===== src/rtl/mem_access_pkg.sv =====
// Shared encodings for the memory-access stage: RV32I load/store opcodes,
// funct3 widths, FSM states and the alignment rule for each access width.
package mem_access_pkg;

  localparam logic [6:0] OP_LOAD  = 7'b0000011;
  localparam logic [6:0] OP_STORE = 7'b0100011;

  localparam logic [2:0] F3_B  = 3'b000;
  localparam logic [2:0] F3_H  = 3'b001;
  localparam logic [2:0] F3_W  = 3'b010;
  localparam logic [2:0] F3_BU = 3'b100;
  localparam logic [2:0] F3_HU = 3'b101;

  typedef enum logic [1:0] {
    IDLE = 2'd0,
    BUSY = 2'd1,
    DONE = 2'd2
  } mem_state_t;

  // Unsupported funct3 values are reported as misaligned so they never reach the bus.
  function automatic logic is_misaligned(input logic is_load, input logic [2:0] funct3,
                                         input logic [1:0] addr_lo);
    logic mis;
    case (funct3)
      F3_B:    mis = 1'b0;
      F3_H:    mis = addr_lo[0];
      F3_W:    mis = |addr_lo;
      F3_BU:   mis = !is_load;
      F3_HU:   mis = !is_load || addr_lo[0];
      default: mis = 1'b1;
    endcase
    return mis;
  endfunction

endpackage


===== src/rtl/mem_access_lsu_align.sv =====
// Byte-lane steering: store strobes/replicated write data and load lane
// selection with sign or zero extension. Purely combinational.
module lsu_align
  import mem_access_pkg::*;
(
  input  logic [2:0]  funct3,
  input  logic [1:0]  addr_lo,
  input  logic [31:0] store_v,
  input  logic [31:0] rdata,
  output logic [3:0]  wstrb,
  output logic [31:0] wdata,
  output logic [31:0] load_data
);

  logic [7:0]  lane_byte;
  logic [15:0] lane_half;

  always_comb begin
    wstrb = 4'b0000;
    wdata = store_v;
    case (funct3)
      F3_B: begin
        wstrb = 4'b0001 << addr_lo;
        wdata = {4{store_v[7:0]}};
      end
      F3_H: begin
        wstrb = 4'b0011 << addr_lo;
        wdata = {2{store_v[15:0]}};
      end
      F3_W:    wstrb = 4'b1111;
      default: wstrb = 4'b0000;
    endcase
  end

  always_comb begin
    lane_byte = rdata[7:0];
    case (addr_lo)
      2'd1:    lane_byte = rdata[15:8];
      2'd2:    lane_byte = rdata[23:16];
      2'd3:    lane_byte = rdata[31:24];
      default: lane_byte = rdata[7:0];
    endcase
    lane_half = addr_lo[1] ? rdata[31:16] : rdata[15:0];
  end

  always_comb begin
    case (funct3)
      F3_B:    load_data = {{24{lane_byte[7]}}, lane_byte};
      F3_H:    load_data = {{16{lane_half[15]}}, lane_half};
      F3_W:    load_data = rdata;
      F3_BU:   load_data = {24'b0, lane_byte};
      F3_HU:   load_data = {16'b0, lane_half};
      default: load_data = 32'b0;
    endcase
  end

endmodule


===== src/rtl/mem_access.sv =====
// Pipeline memory-access stage: latches the execute result, runs one data
// memory transaction per aligned load/store and presents the writeback value.
module mem_access
  import mem_access_pkg::*;
(
  input  logic        CLK,
  input  logic        RST,
  input  logic        STALL,
  input  logic        FLUSH,
  input  logic        E_VALID,
  input  logic [6:0]  E_OPCODE,
  input  logic [2:0]  E_FUNCT3,
  input  logic [4:0]  E_REG_D,
  input  logic [31:0] E_RESULT,
  input  logic [31:0] E_STORE_V,
  output logic        DMEM_RDEN,
  output logic        DMEM_WREN,
  output logic [31:0] DMEM_ADDR,
  output logic [31:0] DMEM_WDATA,
  output logic [3:0]  DMEM_WSTRB,
  input  logic [31:0] DMEM_RDATA,
  input  logic        DMEM_READY,
  output logic        M_VALID,
  output logic [4:0]  M_REG_D,
  output logic [31:0] M_REG_D_V,
  output logic        M_STALL_REQ,
  output logic        M_ERR
);

  logic        lat_valid;
  logic [6:0]  lat_opcode;
  logic [2:0]  lat_funct3;
  logic [4:0]  lat_rd;
  logic [31:0] lat_result;
  logic [31:0] lat_store_v;
  logic [31:0] rdata_q;

  mem_state_t state, state_next;

  logic        is_load, is_store, is_mem, misaligned, mem_ok;
  logic [3:0]  wstrb;
  logic [31:0] load_data;

  always_ff @(posedge CLK) begin
    if (RST) begin
      lat_valid   <= 1'b0;
      lat_opcode  <= '0;
      lat_funct3  <= '0;
      lat_rd      <= '0;
      lat_result  <= '0;
      lat_store_v <= '0;
    end else if (!STALL) begin
      if (FLUSH) begin
        lat_valid  <= 1'b0;
        lat_opcode <= '0;
        lat_result <= '0;
      end else begin
        lat_valid   <= E_VALID;
        lat_opcode  <= E_OPCODE;
        lat_funct3  <= E_FUNCT3;
        lat_rd      <= E_REG_D;
        lat_result  <= E_RESULT;
        lat_store_v <= E_STORE_V;
      end
    end
  end

  assign is_load    = (lat_opcode == OP_LOAD);
  assign is_store   = (lat_opcode == OP_STORE);
  assign is_mem     = is_load || is_store;
  assign misaligned = is_misaligned(is_load, lat_funct3, lat_result[1:0]);
  assign mem_ok     = lat_valid && is_mem && !misaligned;

  always_ff @(posedge CLK) begin
    if (RST) state <= IDLE;
    else     state <= state_next;
  end

  // Read data is captured once so DONE outputs stay put however long the pipe stalls.
  always_ff @(posedge CLK) begin
    if (RST)                              rdata_q <= '0;
    else if (state == BUSY && DMEM_READY) rdata_q <= DMEM_RDATA;
  end

  always_comb begin
    state_next = state;
    case (state)
      IDLE:    if (mem_ok) state_next = BUSY;
      BUSY:    if (DMEM_READY) state_next = DONE;
      DONE:    if (!STALL) state_next = IDLE;
      default: state_next = IDLE;
    endcase
  end

  lsu_align u_align (
    .funct3    (lat_funct3),
    .addr_lo   (lat_result[1:0]),
    .store_v   (lat_store_v),
    .rdata     (rdata_q),
    .wstrb     (wstrb),
    .wdata     (DMEM_WDATA),
    .load_data (load_data)
  );

  always_comb begin
    DMEM_RDEN   = 1'b0;
    DMEM_WREN   = 1'b0;
    M_VALID     = 1'b0;
    M_REG_D     = '0;
    M_REG_D_V   = '0;
    M_STALL_REQ = 1'b0;
    M_ERR       = 1'b0;
    if (lat_valid) begin
      if (!is_mem) begin
        M_VALID   = 1'b1;
        M_REG_D   = lat_rd;
        M_REG_D_V = lat_result;
      end else if (misaligned) begin
        M_VALID = 1'b1;
        M_ERR   = 1'b1;
      end else begin
        M_STALL_REQ = (state != DONE);
        DMEM_RDEN   = (state == IDLE) && is_load;
        DMEM_WREN   = (state == IDLE) && is_store;
        if (state == DONE) begin
          M_VALID = 1'b1;
          if (is_load) begin
            M_REG_D   = lat_rd;
            M_REG_D_V = load_data;
          end
        end
      end
    end
  end

  assign DMEM_ADDR  = {lat_result[31:2], 2'b00};
  assign DMEM_WSTRB = DMEM_WREN ? wstrb : 4'b0000;

endmodule

===== config.mk =====
export PLATFORM = sky130hd
export DESIGN_NAME = mem_access
export DESIGN_NICKNAME = d
export VERILOG_FILES = /design/src/rtl/mem_access_pkg.sv /design/src/rtl/mem_access_lsu_align.sv /design/src/rtl/mem_access.sv
export SDC_FILE = /design/constraint.sdc
export NUM_CORES = 1
export LEC_CHECK = 0
export BUFFER_PORTS_ARGS = -buffer_cell sky130_fd_sc_hd__buf_2
export CELL_PAD_IN_SITES_DETAIL_PLACEMENT = 1
export CELL_PAD_IN_SITES_GLOBAL_PLACEMENT = 1
export CORE_MARGIN = 2
export CORE_UTILIZATION = 39
export CTS_BUF_LIST = sky130_fd_sc_hd__clkbuf_2
export CTS_CLUSTER_SIZE = 16
export DETAILED_ROUTE_END_ITERATION = 8
export MAX_ROUTING_LAYER = met4
export PLACE_DENSITY_LB_ADDON = 0.1
export RECOVER_POWER = 100
export SKIP_CTS_REPAIR_TIMING = 1
export SYNTH_ARGS = -nofsm -noshare
export SYNTH_HDL_FRONTEND = slang
export SYNTH_SLANG_ARGS = --single-unit

===== constraint.sdc =====
create_clock -name CLK -period 4.58 [get_ports CLK]
set_input_delay 0.229 -clock CLK [delete_from_list [all_inputs] [get_ports CLK]]
set_output_delay 0.229 -clock CLK [all_outputs]
set_load 0.005 [all_outputs]

==> run_results.csv, run 1 <==
group,metric,value,unit
run_status,status,"finished with violations",
run_status,violations,"max-capacitance violations, max-slew violations",
timing,slew_viol_final,53,
critical_path,start_kind,"flip-flop",
synthesis,avgSynthCellArea,7.87,um2
timing,period_needed,3.89,ns
synthesis,ys_ff_latch,114,
finish,nNetsFinal,1139,
global_routing,grt_pass1_wl,31.2,mm
finish,syn_to_final_growth,35.5,%
die,coreArea,15100,um2
synthesis,post_synth_inst_count,758,
finish,instances_no_fill,1224,
critical_path,crit_path_max_incr_delay,0.78,ns
routing,wire_per_inst,18.7,um
clock_network,cts-root-buf,"clkbuf_2",
critical_path,cp_max_fo,34,
die,dieArea,16300,um2
routing,vias,6427,
synthesis,synth_area,5960,um2
synthesis,synth_edf_count,0,
hold_path,hp-class,"input port to flip-flop",
global_routing,grt.total_usage,0.251,
timing,finalCritPeriodShare,0.849,
critical_path,arrival,3.66,ns
clock_network,clockBufferDepth,2,
placement,portBuffers,224,
finish,drive_gt1_frac,0.254,
critical_path,critical_path_buf_inv_count,1,
critical_path,end_kind,"primary output",
routing,ant_nets,0,
routing,vias_per_cell,5.25,
die,die_height,128,um
die,ios,227,
routing,drc_errors,0,
critical_path,ff2ff_setup_slack,2.48,ns
power,max-vdd-ir-drop,0.124,mV
clock_network,cts_tree,"built",
clock_network,cts_made_buffers,17,
synthesis,postSynth.asyncResetShare,0,
placement,gp_routability_congestion,0.865,
die,rows,45,
power,power_density,250,nW/um2
timing,fin_worst_skew,0.0223,ns
die,initial_core_util,0.395,
global_routing,antenna_found_initial,1,
critical_path,crit_family,"simple AND/OR/NAND/NOR gates",
power,leakage,3.27,nW
placement,placedCellCount,1077,
timing,slew_headroom,-1.35,
timing,final_hold_viol_count,0,
global_routing,grt_pass1_vias,5985,
critical_path,slowest_stage,"or3_4",
global_routing,overflow,0,
clock_network,cts.clk_slew.worst_paths,0.16,ns
clock_network,htreeDepth,4,
routing,dr.pass1.iters,4,
routing,wirelength,22.9,mm
synthesis,ys.flop_type,"dfxtp_1",
critical_path,path_cells,"nor4b_1, nand3b_2, or3_4, a21o_1, a21boi_0, buf_2",
timing,fmax,257,MHz
routing,drt_iter0_drc,350,
timing,rsz0062_at_grt,"false",
synthesis,yosysWarnings,0,
clock_network,clk_latency,0.69,ns
timing,worstMarginPinSlew,3.51,ns
placement,dp_hpwl,14.5,mm
die,die_w,128,um
synthesis,synth_cell_types,47,
timing,setup_viol_count_final,0,
global_routing,grt_max_degree,62,
timing,tns,0,ns
critical_path,crit_required,4.35,ns
job,drv_cap,2,
clock_network,cts_sinks,114,
synthesis,seq_area_frac_synth,0.383,
critical_path,critPathKind,"flip-flop to primary output",
[per-stage QoR]
stage               hold WS, ns  total power [mW]  worst slack, ns  utilization  area, um2
floorplan                 0.365              1.22             2.69            -       5970
finish                   0.0447              2.02            0.691        0.536       8080
detailed placement        0.448              1.33             1.71        0.452       6830
global placement          0.438              1.32             1.76        0.452       6830
global route             0.0160              2.11            0.447        0.536       8080
CTS                      -0.324              1.96            0.889        0.466       7030
[final timing paths]
| check | depth (start not counted) | startpoint | endpoint |
|---|---|---|---|
| min | 2 | RST | lat_result[0]$_SDFFE_PP0N_ |
| max reg2reg | 5 | lat_funct3[0]$_SDFFE_PP0P_ | state[0]$_SDFFE_PP0P_ |
| max | 6 | lat_opcode[2]$_SDFFE_PP0N_ | M_REG_D_V[29] |
| min reg2reg | 2 | lat_store_v[25]$_SDFFE_PP0P_ | lat_store_v[25]$_SDFFE_PP0P_ |
[placed cells by master (no fill, tap or decap), types with 25 or more instances in the layout]
| cell type | n |
|---|---|
| a21oi_1 | 87 |
| clkbuf_2 | 26 |
| a22oi_1 | 39 |
| dlygate4sd3_1 | 114 |
| dfxtp_1 | 114 |
| nor2_1 | 60 |
| mux2_2 | 25 |
| buf_2 | 173 |
| nand2_1 | 192 |
| clkbuf_1 | 48 |
[logic make-up after synthesis]
kind of cell / Yosys count / synth area share
buf+inv: 107 / 0.0999
flops: 114 / 0.383
simple gates: 300 / 0.218
mux: 37 / 0.0745
other cells: 1 / 0.000629
compound gates: 199 / 0.225
[worst register-to-register path: stages, from the launching register on]
cell and delay [ns]:
dfxtp_1 1.11, a221oi_1 0.28, nor2_1 0.19, nand3b_1 0.19, mux2_2 0.17, nor3_1 0.04
[routing by layer]
| metal | global-route usage | wire, um |
|---|---|---|
| met1 | 0.306 | 9550 |
| met5 | - | 0 |
| met3 | 0.0559 | 1110 |
| met2 | 0.408 | 11700 |
| met4 | 0.0976 | 508 |
[area by class of cell]
| class | instances | area, um2 |
|---|---|---|
| fillers | 1894 | 7010 |
| clock inverters | 9 | 88.8 |
| well taps | 188 | 235 |
| repair buffers | 347 | 2270 |
| inverters | 4 | 15.0 |
| flip-flops and latches | 114 | 2280 |
| clock buffers | 23 | 115 |
| diodes | 1 | 2.50 |
| multi-input cells | 538 | 3070 |
[synthesized netlist by cell type, drive strengths merged, types with 3 or more instances]
cell    instances  area [um2]
nor2           61         231
buf            56         404
o21bai          3        22.5
clkbuf         47         176
nor3b           5        37.5
a222oi          6        60.1
nor3            3        20.0
a21boi         16         180
o21ai          16        80.1
dfxtp         114        2280
and3            5        31.3
nand2         192         721
inv             4        15.0
and2           17         106
a221oi         11        96.3
a21oi          87         435
a21o           16         120
mux2           26         297
mux2i           8        80.1
mux4            3        67.6
nand3b          4        33.8
a22oi          39         293
[sequential cells by signal, indices dropped and copies added (netlist names)]
name / count
lat_store_v: 32
lat_valid: 1
lat_result: 32
lat_rd: 5
state: 2
lat_opcode: 7
rdata_q: 32
lat_funct3: 3
[power breakdown]
part / internal [mW] / total (mW) / switching (mW) / leakage, nW
logic: 0.173 / 0.333 / 0.160 / 2.20
registers: 1.02 / 1.05 / 0.0319 / 0.927
clock network: 0.253 / 0.635 / 0.381 / 0.139
Power figures use the tool's default switching activity.
==> inputs of run 2 (changes only) <==
--- a/config.mk
+++ b/config.mk
@@ -9,7 +9,7 @@
 export CELL_PAD_IN_SITES_DETAIL_PLACEMENT = 1
 export CELL_PAD_IN_SITES_GLOBAL_PLACEMENT = 1
 export CORE_MARGIN = 2
-export CORE_UTILIZATION = 39
+export CORE_UTILIZATION = 33
 export CTS_BUF_LIST = sky130_fd_sc_hd__clkbuf_2
 export CTS_CLUSTER_SIZE = 16
 export DETAILED_ROUTE_END_ITERATION = 8
==> constraint.sdc (replaced) <==
create_clock -name CLK -period 3.55 [get_ports CLK]
set_input_delay 0.1775 -clock CLK [delete_from_list [all_inputs] [get_ports CLK]]
set_output_delay 0.1775 -clock CLK [all_outputs]
set_load 0.005 [all_outputs]
==> run_results.csv, run 2 (synthesis results as in run 1) <==
group,metric,value,unit
run_status,status,"finished with violations",
run_status,violations,"max-capacitance violations, max-slew violations",
timing,slew_headroom,-0.275,
finish,most-common-layout-cells,"192 x nand2_1, 168 x buf_2, 144 x dlygate4sd3_1, 114 x dfxtp_1, 87 x a21oi_1",
finish,layout_commonest_cell,"nand2_1",
clock_network,cts-root-buf,"clkbuf_2",
critical_path,critical_path_buf_inv_count,1,
global_routing,grt.total_usage,0.223,
die,rows,49,
timing,fmax,311,MHz
hold_path,worstHoldStart,"STALL",
finish,nNetsFinal,1173,
placement,dp_hpwl,15.0,mm
finish,drive_gt1_frac,0.248,
power,power_density,320,nW/um2
global_routing,overflow,0,
critical_path,start_kind,"flip-flop",
routing,vias_per_cell,5.04,
routing,wirelength,22.8,mm
power,p_sw,0.776,mW
die,die_height,138,um
die,ios,227,
clock_network,cts.clk_slew.worst_paths,0.17,ns
routing,wire_per_inst,17.6,um
global_routing,grt_pass1_vias,5942,
critical_path,crit_family,"flip-flops",
critical_path,crit_path_max_incr_delay,0.72,ns
timing,final_hold_viol_count,0,
placement,gp_routability_congestion,0.826,
job,drv_cap,1,
critical_path,end_kind,"primary output",
critical_path,rr_worst_depth,4,
timing,slew_viol_final,41,
clock_network,cts_made_buffers,17,
die,die_w,138,um
power,leakage,3.32,nW
clock_network,cts_sinks,114,
critical_path,slowest_stage,"dfxtp_1",
routing,drt_iter0_drc,319,
routing,vias,6546,
die,coreArea,17800,um2
critical_path,crit_path_frequent_cell,"and2_0",
hold_path,hp-class,"input port to flip-flop",
critical_path,r2r-start,"lat_valid$_SDFFE_PP0N_",
critical_path,arrival,3.04,ns
global_routing,grt_pass1_wl,33.1,mm
finish,syn_to_final_growth,42.4,%
power,comb_power_share,0.164,
timing,period_needed,3.22,ns
clock_network,clockBufferDepth,2,
placement,portBuffers,224,
power,p_int,1.94,mW
clock_network,htreeDepth,4,
global_routing,antenna_found_initial,2,
hold_path,holdPathStages,4,
power,max-vdd-ir-drop,0.170,mV
routing,drc_errors,0,
critical_path,ff2ff_setup_slack,1.21,ns
critical_path,critPathKind,"flip-flop to primary output",
critical_path,cp_max_fo,15,
power,p_total,2.72,mW
hold_path,holdPathEnd,"lat_store_v[25]$_SDFFE_PP0P_",
critical_path,rr_endpoint,"state[0]$_SDFFE_PP0P_",
timing,fin_worst_skew,0.0248,ns
power,pwr-share-clk,0.336,
timing,rsz0062_at_grt,"false",
timing,setup_viol_count_final,0,
routing,ant_nets,0,
timing,worstMarginPinSlew,1.91,ns
clock_network,cts_tree,"built",
clock_network,clk_latency,0.69,ns
critical_path,crit_required,3.37,ns
finish,reg_top3,"lat_result (32), lat_store_v (32), rdata_q (32)",
critical_path,path_cells,"mux4_2, and2_0, a221oi_1, o21ai_0, and2_0, buf_2",
die,dieArea,19200,um2
power,switching_share,0.285,
routing,dr.pass1.iters,7,
timing,finalCritPeriodShare,0.907,
timing,tns,0,ns
power,seqPwrFrac,0.500,
die,initial_core_util,0.334,
global_routing,grt_max_degree,105,
==> run 2: cell types whose count changed in the layout (fill, tap and decap cells not counted), moves of 2 or more <==
cell | previous run | this run
clkinv_1 | 5 | 2
a21boi_2 | 12 | 15
a21boi_0 | 4 | 1
dlygate4sd3_1 | 114 | 144
clkbuf_1 | 48 | 55
clkinvlp_4 | 0 | 2
clkinv_2 | 2 | 6
buf_2 | 173 | 168
==> run 2: cell type report <==
type,count,area (um2)
timing repair buffer,381,2580
multi-input combinational,538,3090
fill,2236,9350
clock inverter,13,143
sequential,114,2280
clock buffer,19,95.1
antenna,2,5.00
inverter,4,15.0
tap,229,287
==> run 2: routing by layer <==
metal	share of wire	track usage	routed length, um	up-vias
li1	-	-	-	3145
met1	0.46	0.293	10600	3184
met2	0.48	0.341	11000	186
met3	0.042	0.0499	956	31
met4	0.016	0.0709	355	0
met5	0	-	0	-
==> run 2: power groups by stage <==
stage | registers [mW] | clock network [mW] | logic, mW
6_report | 1.36 | 0.915 | 0.446
5_1_grt | 1.37 | 0.999 | 0.489
4_1_cts | 1.36 | 0.946 | 0.336
3_5_place_dp | 1.38 | 0 | 0.334
3_3_place_gp | 1.38 | 0 | 0.327
2_1_floorplan | 1.37 | 0 | 0.208
==> run 2: per-stage QoR <==
stage          cells  instance area [um2]  worst slack, ns   util  hold slack (ns)
5_1_grt         1300                 8490           0.0659  0.476           0.0565
3_3_place_gp    1122                 6920             1.17  0.388            0.409
6_report        1300                 8490            0.332  0.476           0.0619
4_1_cts         1154                 7160            0.253  0.401           -0.397
3_5_place_dp    1122                 6920             1.08  0.388            0.418
2_1_floorplan    759                 5970             1.72      -            0.313
==> run 2: worst max path at each step <==
stage / to / cells after the start / slack, ns / start
floorplan: M_REG_D_V[10] / 6 / 1.72 / lat_result[0]$_SDFFE_PP0N_
global placement: M_REG_D_V[15] / 6 / 1.17 / lat_result[0]$_SDFFE_PP0N_
detailed placement: M_REG_D_V[9] / 6 / 1.08 / lat_result[0]$_SDFFE_PP0N_
CTS: M_REG_D_V[9] / 6 / 0.25 / lat_result[0]$_SDFFE_PP0N_
global route: M_REG_D_V[9] / 6 / 0.07 / lat_result[0]$_SDFFE_PP0N_
finish: M_REG_D_V[8] / 6 / 0.33 / lat_result[0]$_SDFFE_PP0N_
==> run 2: worst register-to-register path: cells and delay by family (launching register included) <==
kind	cells	cell delay, ns
buffers and inverters	1	0.69
flip-flops	1	0.87
multiplexers	1	0.31
AND/OR/NAND/NOR	2	0.39
